## src/rtl/frame_rx_sequencer_if.sv

```systemverilog
// Byte-receiver to staging-register bus of frame_rx_sequencer.
// The master modport is the sequencer side; slave is the SPI receiver / staging side.
interface frame_rx_sequencer_if;
    logic       rdy;
    logic [7:0] rx_byte;
    logic       wr_en;
    logic [2:0] wr_idx;
    logic [7:0] wr_data;
    logic       commit;
    logic       blank;
    logic       frame_err;
    logic [7:0] err_cnt;
    logic       busy;

    modport master (
        input  rdy, rx_byte,
        output wr_en, wr_idx, wr_data, commit, blank, frame_err, err_cnt, busy
    );

    modport slave (
        output rdy, rx_byte,
        input  wr_en, wr_idx, wr_data, commit, blank, frame_err, err_cnt, busy
    );
endinterface

```

## src/rtl/frame_rx_sequencer.sv

```systemverilog
// Turns received SPI bytes into staging writes plus a commit pulse per good frame, with an inter-byte timeout and no-frame watchdog.
// Optional FRAME_CKSUM_EN: a 9th XOR checksum byte is verified in a CHECK state before committing.
module frame_rx_sequencer #(
    parameter logic [7:0] SYNC_BYTE   = 8'h55,
    parameter int         TIMEOUT_CYC = 4096,
    parameter int         WDOG_CYC    = 1048576
) (
    input logic                  clk,
    input logic                  reset,
    frame_rx_sequencer_if.master bus
);
    localparam int TCNT_W = $clog2(TIMEOUT_CYC);
    localparam int WCNT_W = $clog2(WDOG_CYC);
    localparam logic [TCNT_W-1:0] TO_FIRE = TCNT_W'(TIMEOUT_CYC - 2);
    localparam logic [WCNT_W-1:0] WD_FIRE = WCNT_W'(WDOG_CYC - 2);
    localparam logic [WCNT_W-1:0] WD_LAST = WCNT_W'(WDOG_CYC - 1);

    typedef enum logic [1:0] {
        S_IDLE,
        S_RECV,
`ifdef FRAME_CKSUM_EN
        S_CHECK,
`endif
        S_COMMIT
    } state_t;

    function automatic logic [7:0] sat_inc(input logic [7:0] v);
        return (v == 8'hFF) ? v : v + 8'd1;
    endfunction

    // Stage p0: rdy synchroniser (rdy is asynchronous to clk)
    logic       rdy_meta_p0;
    logic       rdy_sync_p0;
    logic       evt_p0;

    // Stage p1: edge history, byte event and captured byte
    logic       rdy_hist_p1;
    logic       vld_p1;
    logic [7:0] byte_p1;

    // Stage p2: sequencer state and registered outputs
    state_t            state;
    logic [3:0]        idx;
    logic [TCNT_W-1:0] tcnt;
    logic [WCNT_W-1:0] wcnt;
    logic              wr_en;
    logic [2:0]        wr_idx;
    logic [7:0]        wr_data;
    logic              commit;
    logic              blank;
    logic              frame_err;
    logic [7:0]        err_cnt;
    logic              busy;
`ifdef FRAME_CKSUM_EN
    logic [7:0]        xsum;
    logic [7:0]        cksum;
`endif

    assign evt_p0 = rdy_sync_p0 & ~rdy_hist_p1;

    always_ff @(posedge clk) begin
        if (reset) begin
            rdy_meta_p0 <= 1'b0;
            rdy_sync_p0 <= 1'b0;
            rdy_hist_p1 <= 1'b0;
            vld_p1      <= 1'b0;
        end else begin
            rdy_meta_p0 <= bus.rdy;
            rdy_sync_p0 <= rdy_meta_p0;
            rdy_hist_p1 <= rdy_sync_p0;
            vld_p1      <= evt_p0;
        end
    end

    always_ff @(posedge clk) begin
        if (evt_p0) byte_p1 <= bus.rx_byte;
    end

    always_ff @(posedge clk) begin
        if (reset) begin
            state     <= S_IDLE;
            idx       <= 4'd0;
            tcnt      <= '0;
            wcnt      <= '0;
            wr_en     <= 1'b0;
            wr_idx    <= 3'd0;
            wr_data   <= 8'd0;
            commit    <= 1'b0;
            blank     <= 1'b1;
            frame_err <= 1'b0;
            err_cnt   <= 8'd0;
            busy      <= 1'b0;
        end else begin
            wr_en     <= 1'b0;
            commit    <= 1'b0;
            frame_err <= 1'b0;

            // Watchdog saturates at its last count so blank holds until the next commit
            if (state == S_COMMIT) begin
                wcnt  <= '0;
                blank <= 1'b0;
            end else if (wcnt != WD_LAST) begin
                wcnt <= wcnt + 1'b1;
                if (wcnt == WD_FIRE) blank <= 1'b1;
            end

            case (state)
                S_IDLE: begin
                    tcnt <= '0;
                    if (vld_p1 && byte_p1 == SYNC_BYTE) begin
                        state <= S_RECV;
                        busy  <= 1'b1;
                        idx   <= 4'd1;
`ifdef FRAME_CKSUM_EN
                        xsum  <= 8'd0;
`endif
                    end
                end

                S_RECV: begin
                    if (vld_p1) begin
                        tcnt <= '0;
`ifdef FRAME_CKSUM_EN
                        if (idx == 4'd8) begin
                            cksum <= byte_p1;
                            state <= S_CHECK;
                        end else begin
                            wr_en   <= 1'b1;
                            wr_idx  <= idx[2:0];
                            wr_data <= byte_p1;
                            idx     <= idx + 4'd1;
                            xsum    <= xsum ^ byte_p1;
                        end
`else
                        wr_en   <= 1'b1;
                        wr_idx  <= idx[2:0];
                        wr_data <= byte_p1;
                        idx     <= idx + 4'd1;
                        if (idx == 4'd7) state <= S_COMMIT;
`endif
                    end else if (tcnt == TO_FIRE) begin
                        // Partial staging writes are left in place; outputs only move on commit
                        tcnt      <= '0;
                        frame_err <= 1'b1;
                        err_cnt   <= sat_inc(err_cnt);
                        state     <= S_IDLE;
                        busy      <= 1'b0;
                    end else begin
                        tcnt <= tcnt + 1'b1;
                    end
                end

`ifdef FRAME_CKSUM_EN
                S_CHECK: begin
                    tcnt <= '0;
                    if (cksum == xsum) begin
                        state <= S_COMMIT;
                    end else begin
                        frame_err <= 1'b1;
                        err_cnt   <= sat_inc(err_cnt);
                        state     <= S_IDLE;
                        busy      <= 1'b0;
                    end
                end
`endif

                S_COMMIT: begin
                    tcnt   <= '0;
                    commit <= 1'b1;
                    state  <= S_IDLE;
                    busy   <= 1'b0;
                end

                default: begin
                    state <= S_IDLE;
                    busy  <= 1'b0;
                end
            endcase
        end
    end

    assign bus.wr_en     = wr_en;
    assign bus.wr_idx    = wr_idx;
    assign bus.wr_data   = wr_data;
    assign bus.commit    = commit;
    assign bus.blank     = blank;
    assign bus.frame_err = frame_err;
    assign bus.err_cnt   = err_cnt;
    assign bus.busy      = busy;
endmodule

```

## src/flat_wrapper.sv

```systemverilog
// flat-port wrapper written by rule: the top's interface ports become plain ports
module frame_rx_sequencer_flat 
#(
    parameter logic [7:0] SYNC_BYTE   = 8'h55,
    parameter int         TIMEOUT_CYC = 4096,
    parameter int         WDOG_CYC    = 1048576
)
  (clk, reset, bus_rdy, bus_rx_byte, bus_wr_en, bus_wr_idx, bus_wr_data, bus_commit, bus_blank, bus_frame_err, bus_err_cnt, bus_busy);
  frame_rx_sequencer_if bus_i ();
  input logic clk;
  input logic reset;
  input wire logic [$bits(bus_i.rdy)-1:0] bus_rdy;
  input wire logic [$bits(bus_i.rx_byte)-1:0] bus_rx_byte;
  output wire logic [$bits(bus_i.wr_en)-1:0] bus_wr_en;
  output wire logic [$bits(bus_i.wr_idx)-1:0] bus_wr_idx;
  output wire logic [$bits(bus_i.wr_data)-1:0] bus_wr_data;
  output wire logic [$bits(bus_i.commit)-1:0] bus_commit;
  output wire logic [$bits(bus_i.blank)-1:0] bus_blank;
  output wire logic [$bits(bus_i.frame_err)-1:0] bus_frame_err;
  output wire logic [$bits(bus_i.err_cnt)-1:0] bus_err_cnt;
  output wire logic [$bits(bus_i.busy)-1:0] bus_busy;
  assign bus_i.rdy = bus_rdy;
  assign bus_i.rx_byte = bus_rx_byte;
  assign bus_wr_en = bus_i.wr_en;
  assign bus_wr_idx = bus_i.wr_idx;
  assign bus_wr_data = bus_i.wr_data;
  assign bus_commit = bus_i.commit;
  assign bus_blank = bus_i.blank;
  assign bus_frame_err = bus_i.frame_err;
  assign bus_err_cnt = bus_i.err_cnt;
  assign bus_busy = bus_i.busy;
  frame_rx_sequencer #(.SYNC_BYTE(SYNC_BYTE), .TIMEOUT_CYC(TIMEOUT_CYC), .WDOG_CYC(WDOG_CYC)) u_core (.clk(clk), .reset(reset), .bus(bus_i));
endmodule
```

## config.mk

```make
export PLATFORM = sky130hd
export DESIGN_NAME = frame_rx_sequencer_flat
export DESIGN_NICKNAME = d
export VERILOG_FILES = /design/src/rtl/frame_rx_sequencer_if.sv /design/src/rtl/frame_rx_sequencer.sv /design/src/flat_wrapper.sv
export SDC_FILE = /design/constraint.sdc
export NUM_CORES = 1
export LEC_CHECK = 0
export CORE_UTILIZATION = 56
export DETAILED_ROUTE_END_ITERATION = 12
export PLACE_DENSITY = 0.89
export REMOVE_ABC_BUFFERS = 1
export SLEW_MARGIN = 20
export SYNTH_ARGS = -nofsm -noshare
export SYNTH_HDL_FRONTEND = slang
export SYNTH_SLANG_ARGS = --single-unit
```

## constraint.sdc

```tcl
create_clock -name clk -period 2.28 [get_ports clk]
set_input_delay 0.456 -clock clk [delete_from_list [all_inputs] [get_ports clk]]
set_output_delay 0.456 -clock clk [all_outputs]
set_load 0.01 [all_outputs]
```

==> flow_metrics.py <==
metrics = {
    "status": {
        "status": "finished clean",
    },
    "grt": {
        "grt_max_degree": 46,
        "grt_pass1_wl_um": 12800,
        "track_usage": 0.262,
        "antenna_found_initial": 0,
        "overflow": 0,
        "grt_pass1_vias": 2785,
    },
    "cts": {
        "cts_tree": "done",
        "cts.path.max_buffers": 2,
        "cts_hold_buffers": 0,
        "cts-htree-levels": 3,
        "clock-sinks": 74,
        "clk_pin_slew_ps": 80,
        "cts_root_buffer": "clkbuf_8",
        "cts_buffers": 9,
        "postCtsSetupRepairBufs": 0,
        "cts-resized-gates": 0,
        "clock_latency_ps": 350,
    },
    "sta": {
        "rsz0062_at_grt": "no",
        "setup_tns_ps": 0,
        "fmax_mhz": 485,
        "hold_viol_final": 0,
        "tightest_slew_ps": 688,
        "maxSlewViolCount": 0,
        "skew_ps": 9.54,
        "relSlewSlack": 0.537,
        "fin_crit_sh": 0.904,
        "hold_slack_ps": 455,
        "finalSetupViolCount": 0,
        "finalWorstSetupSlack_ps": 219,
        "min_period_ps": 2060,
    },
    "synth": {
        "ys_async_sr_fraction": 0,
        "yosys.area.top_type": "dfxtp_1",
        "netlist_area_um2": 3320,
        "synth.most_common_cell": "dfxtp_1",
        "synthTopCellsByArea": "dfxtp_1, edfxtp_1, a21oi_1, nand2_1, a31oi_1",
        "synthCells": 369,
        "avgSynthCellArea_um2": 9.00,
        "synth_edf_count": 8,
        "ys_types": 52,
        "synthTopCellsByCount": "dfxtp_1, nand2_1, a21oi_1, clkbuf_1, nand3_1",
        "synthFlopType": "dfxtp_1",
        "yosys_warnings": 0,
        "ys_seq_elements": 74,
        "seq_area_frac_synth": 0.470,
        "synth_top_area_share": 0.398,
    },
    "pwr": {
        "p_leak_nw": 1.26,
        "ir_drop_mv": 0.453,
        "p_per_area_nw_per_um2": 628,
    },
    "floorplan": {
        "num_rows": 27,
        "dieArea_um2": 6240,
        "start_util": 0.592,
        "core_area_um2": 5610,
        "die_x_um": 79.0,
        "die_y_um": 79.0,
        "ioPinCount": 35,
    },
    "setup_path": {
        "worstSetupEndpointType": "flop",
        "cpPeakStageDelay_ps": 640,
        "cp_top_family": "simple AND/OR/NAND/NOR gates",
        "worstPathArrival_ps": 2290,
        "cp-start-kind": "flop",
        "critPathMaxFanout": 18,
        "path_buf_inv": 1,
        "crit_chain": "nand4_4, or4_4, buf_4, a2111oi_0",
        "critPathSlowestCell": "or4_4",
        "path_class": "flop to flop",
        "required_ps": 2510,
    },
    "worst_hold_path": {
        "hold_path_class": "flop to flop",
    },
    "detailed_routing": {
        "vias": 3006,
        "drt-initial-drc-count": 264,
        "wl_per_cell_um": 15.6,
        "wirelength_um": 7540,
        "vias_per_cell": 6.22,
        "first_pass_iters": 4,
        "drc": 0,
        "detail-route-antenna-nets": 0,
    },
    "layout": {
        "postLayoutCoreUtil": 0.711,
        "final-instance-count-excl-fill": 483,
        "area_delta_synth_final_pct": 20.1,
        "n_antenna_cell": 0,
        "drive_gt1_frac": 0.0876,
        "nets": 423,
    },
    "place": {
        "pre_cts_ws_ps": 263,
        "dp_cells": 467,
        "post-dp-hpwl_um": 5150,
        "io_buffers": 34,
        "place_congestion": 0.848,
    },
    "job": {
        "cap_violations": 0,
    },
}
-- metal layers --
layer / GRT usage / vias up / share of wire
li1: - / 1474 / -
met1: 0.322 / 1430 / 0.43
met2: 0.432 / 86 / 0.50
met3: 0.0517 / 16 / 0.052
met4: 0.135 / 0 / 0.016
met5: 0 / - / 0
-- power breakdown --
part	switching [mW]	total (mW)	internal, mW
combinational	0.0303	0.0586	0.0283
sequential	0.0101	1.34	1.33
clock	0.492	1.11	0.617
-- sequential cells by signal (all words and copies together), names as in the netlist --
signal and flops:
u_core.bus.blank 1, u_core.bus.busy 1, u_core.bus.commit 1, u_core.bus.err_cnt 8, u_core.bus.frame_err 1, u_core.bus.wr_data 8
u_core.bus.wr_en 1, u_core.bus.wr_idx 3, u_core.byte_p1 8, u_core.idx 4, u_core.rdy_hist_p1 1, u_core.rdy_meta_p0 1
u_core.rdy_sync_p0 1, u_core.state 2, u_core.tcnt 12, u_core.vld_p1 1, u_core.wcnt 20
-- through the flow --
| stage | area (µm²) | power (mW) |
|---|---|---|
| 2_1_floorplan | 3240 | 1.38 |
| 4_1_cts | 3990 | 2.52 |
| 3_3_place_gp | 3770 | 1.42 |
| 5_1_grt | 3990 | 2.58 |
| 6_report | 3990 | 2.50 |
| 3_5_place_dp | 3770 | 1.42 |
-- cells by family after synthesis --
logic type               Yosys count  synth area share
AND/OR/NAND/NOR                  155             0.263
AO/OA/AOI/OAI                     99             0.192
flip-flops                        74             0.470
buffers and inverters             29            0.0354
adder cells (fa/ha/maj)            6            0.0226
XOR/XNOR                           3           0.00792
multiplexers                       3           0.00905
-- placed cells by master, fill, tap and decap left out, types with 10 or more instances in the layout --
master / n
nand2_1: 45
nor2_1: 14
nand4_1: 11
o21ai_0: 14
dfxtp_1: 66
a21oi_1: 35
a31oi_1: 13
clkdlybuf4s50_1: 34
nand3_1: 16
o31ai_1: 10
buf_4: 11
-- cell type report --
cell class	instances	area (µm²)
Multi-Input combinational cell	266	1640
Fill cell	424	1620
Sequential cell	74	1560
Timing Repair Buffer	46	443
Clock buffer	10	128
Clock inverter	6	91.3
Tap cell	72	90.1
Inverter	9	33.8
-- path summary, 6_finish.rpt --
check,startpoint,end,slack [ps],cells past startpoint
worst max-delay path,u_core.tcnt[4],u_core.state[1],220,4
worst min-delay path,u_core.rdy_meta_p0,u_core.rdy_sync_p0,460,1
worst max register to register,u_core.tcnt[4],u_core.state[1],220,4
worst min register to register,u_core.rdy_meta_p0,u_core.rdy_sync_p0,460,1
-- worst reg2reg max path: stages (launching register included) --
cell       delay [ps]
dfxtp_1           490
nand4_4           170
or4_4             640
buf_4             240
a2111oi_0         400
(Power assumes the default switching activity.)
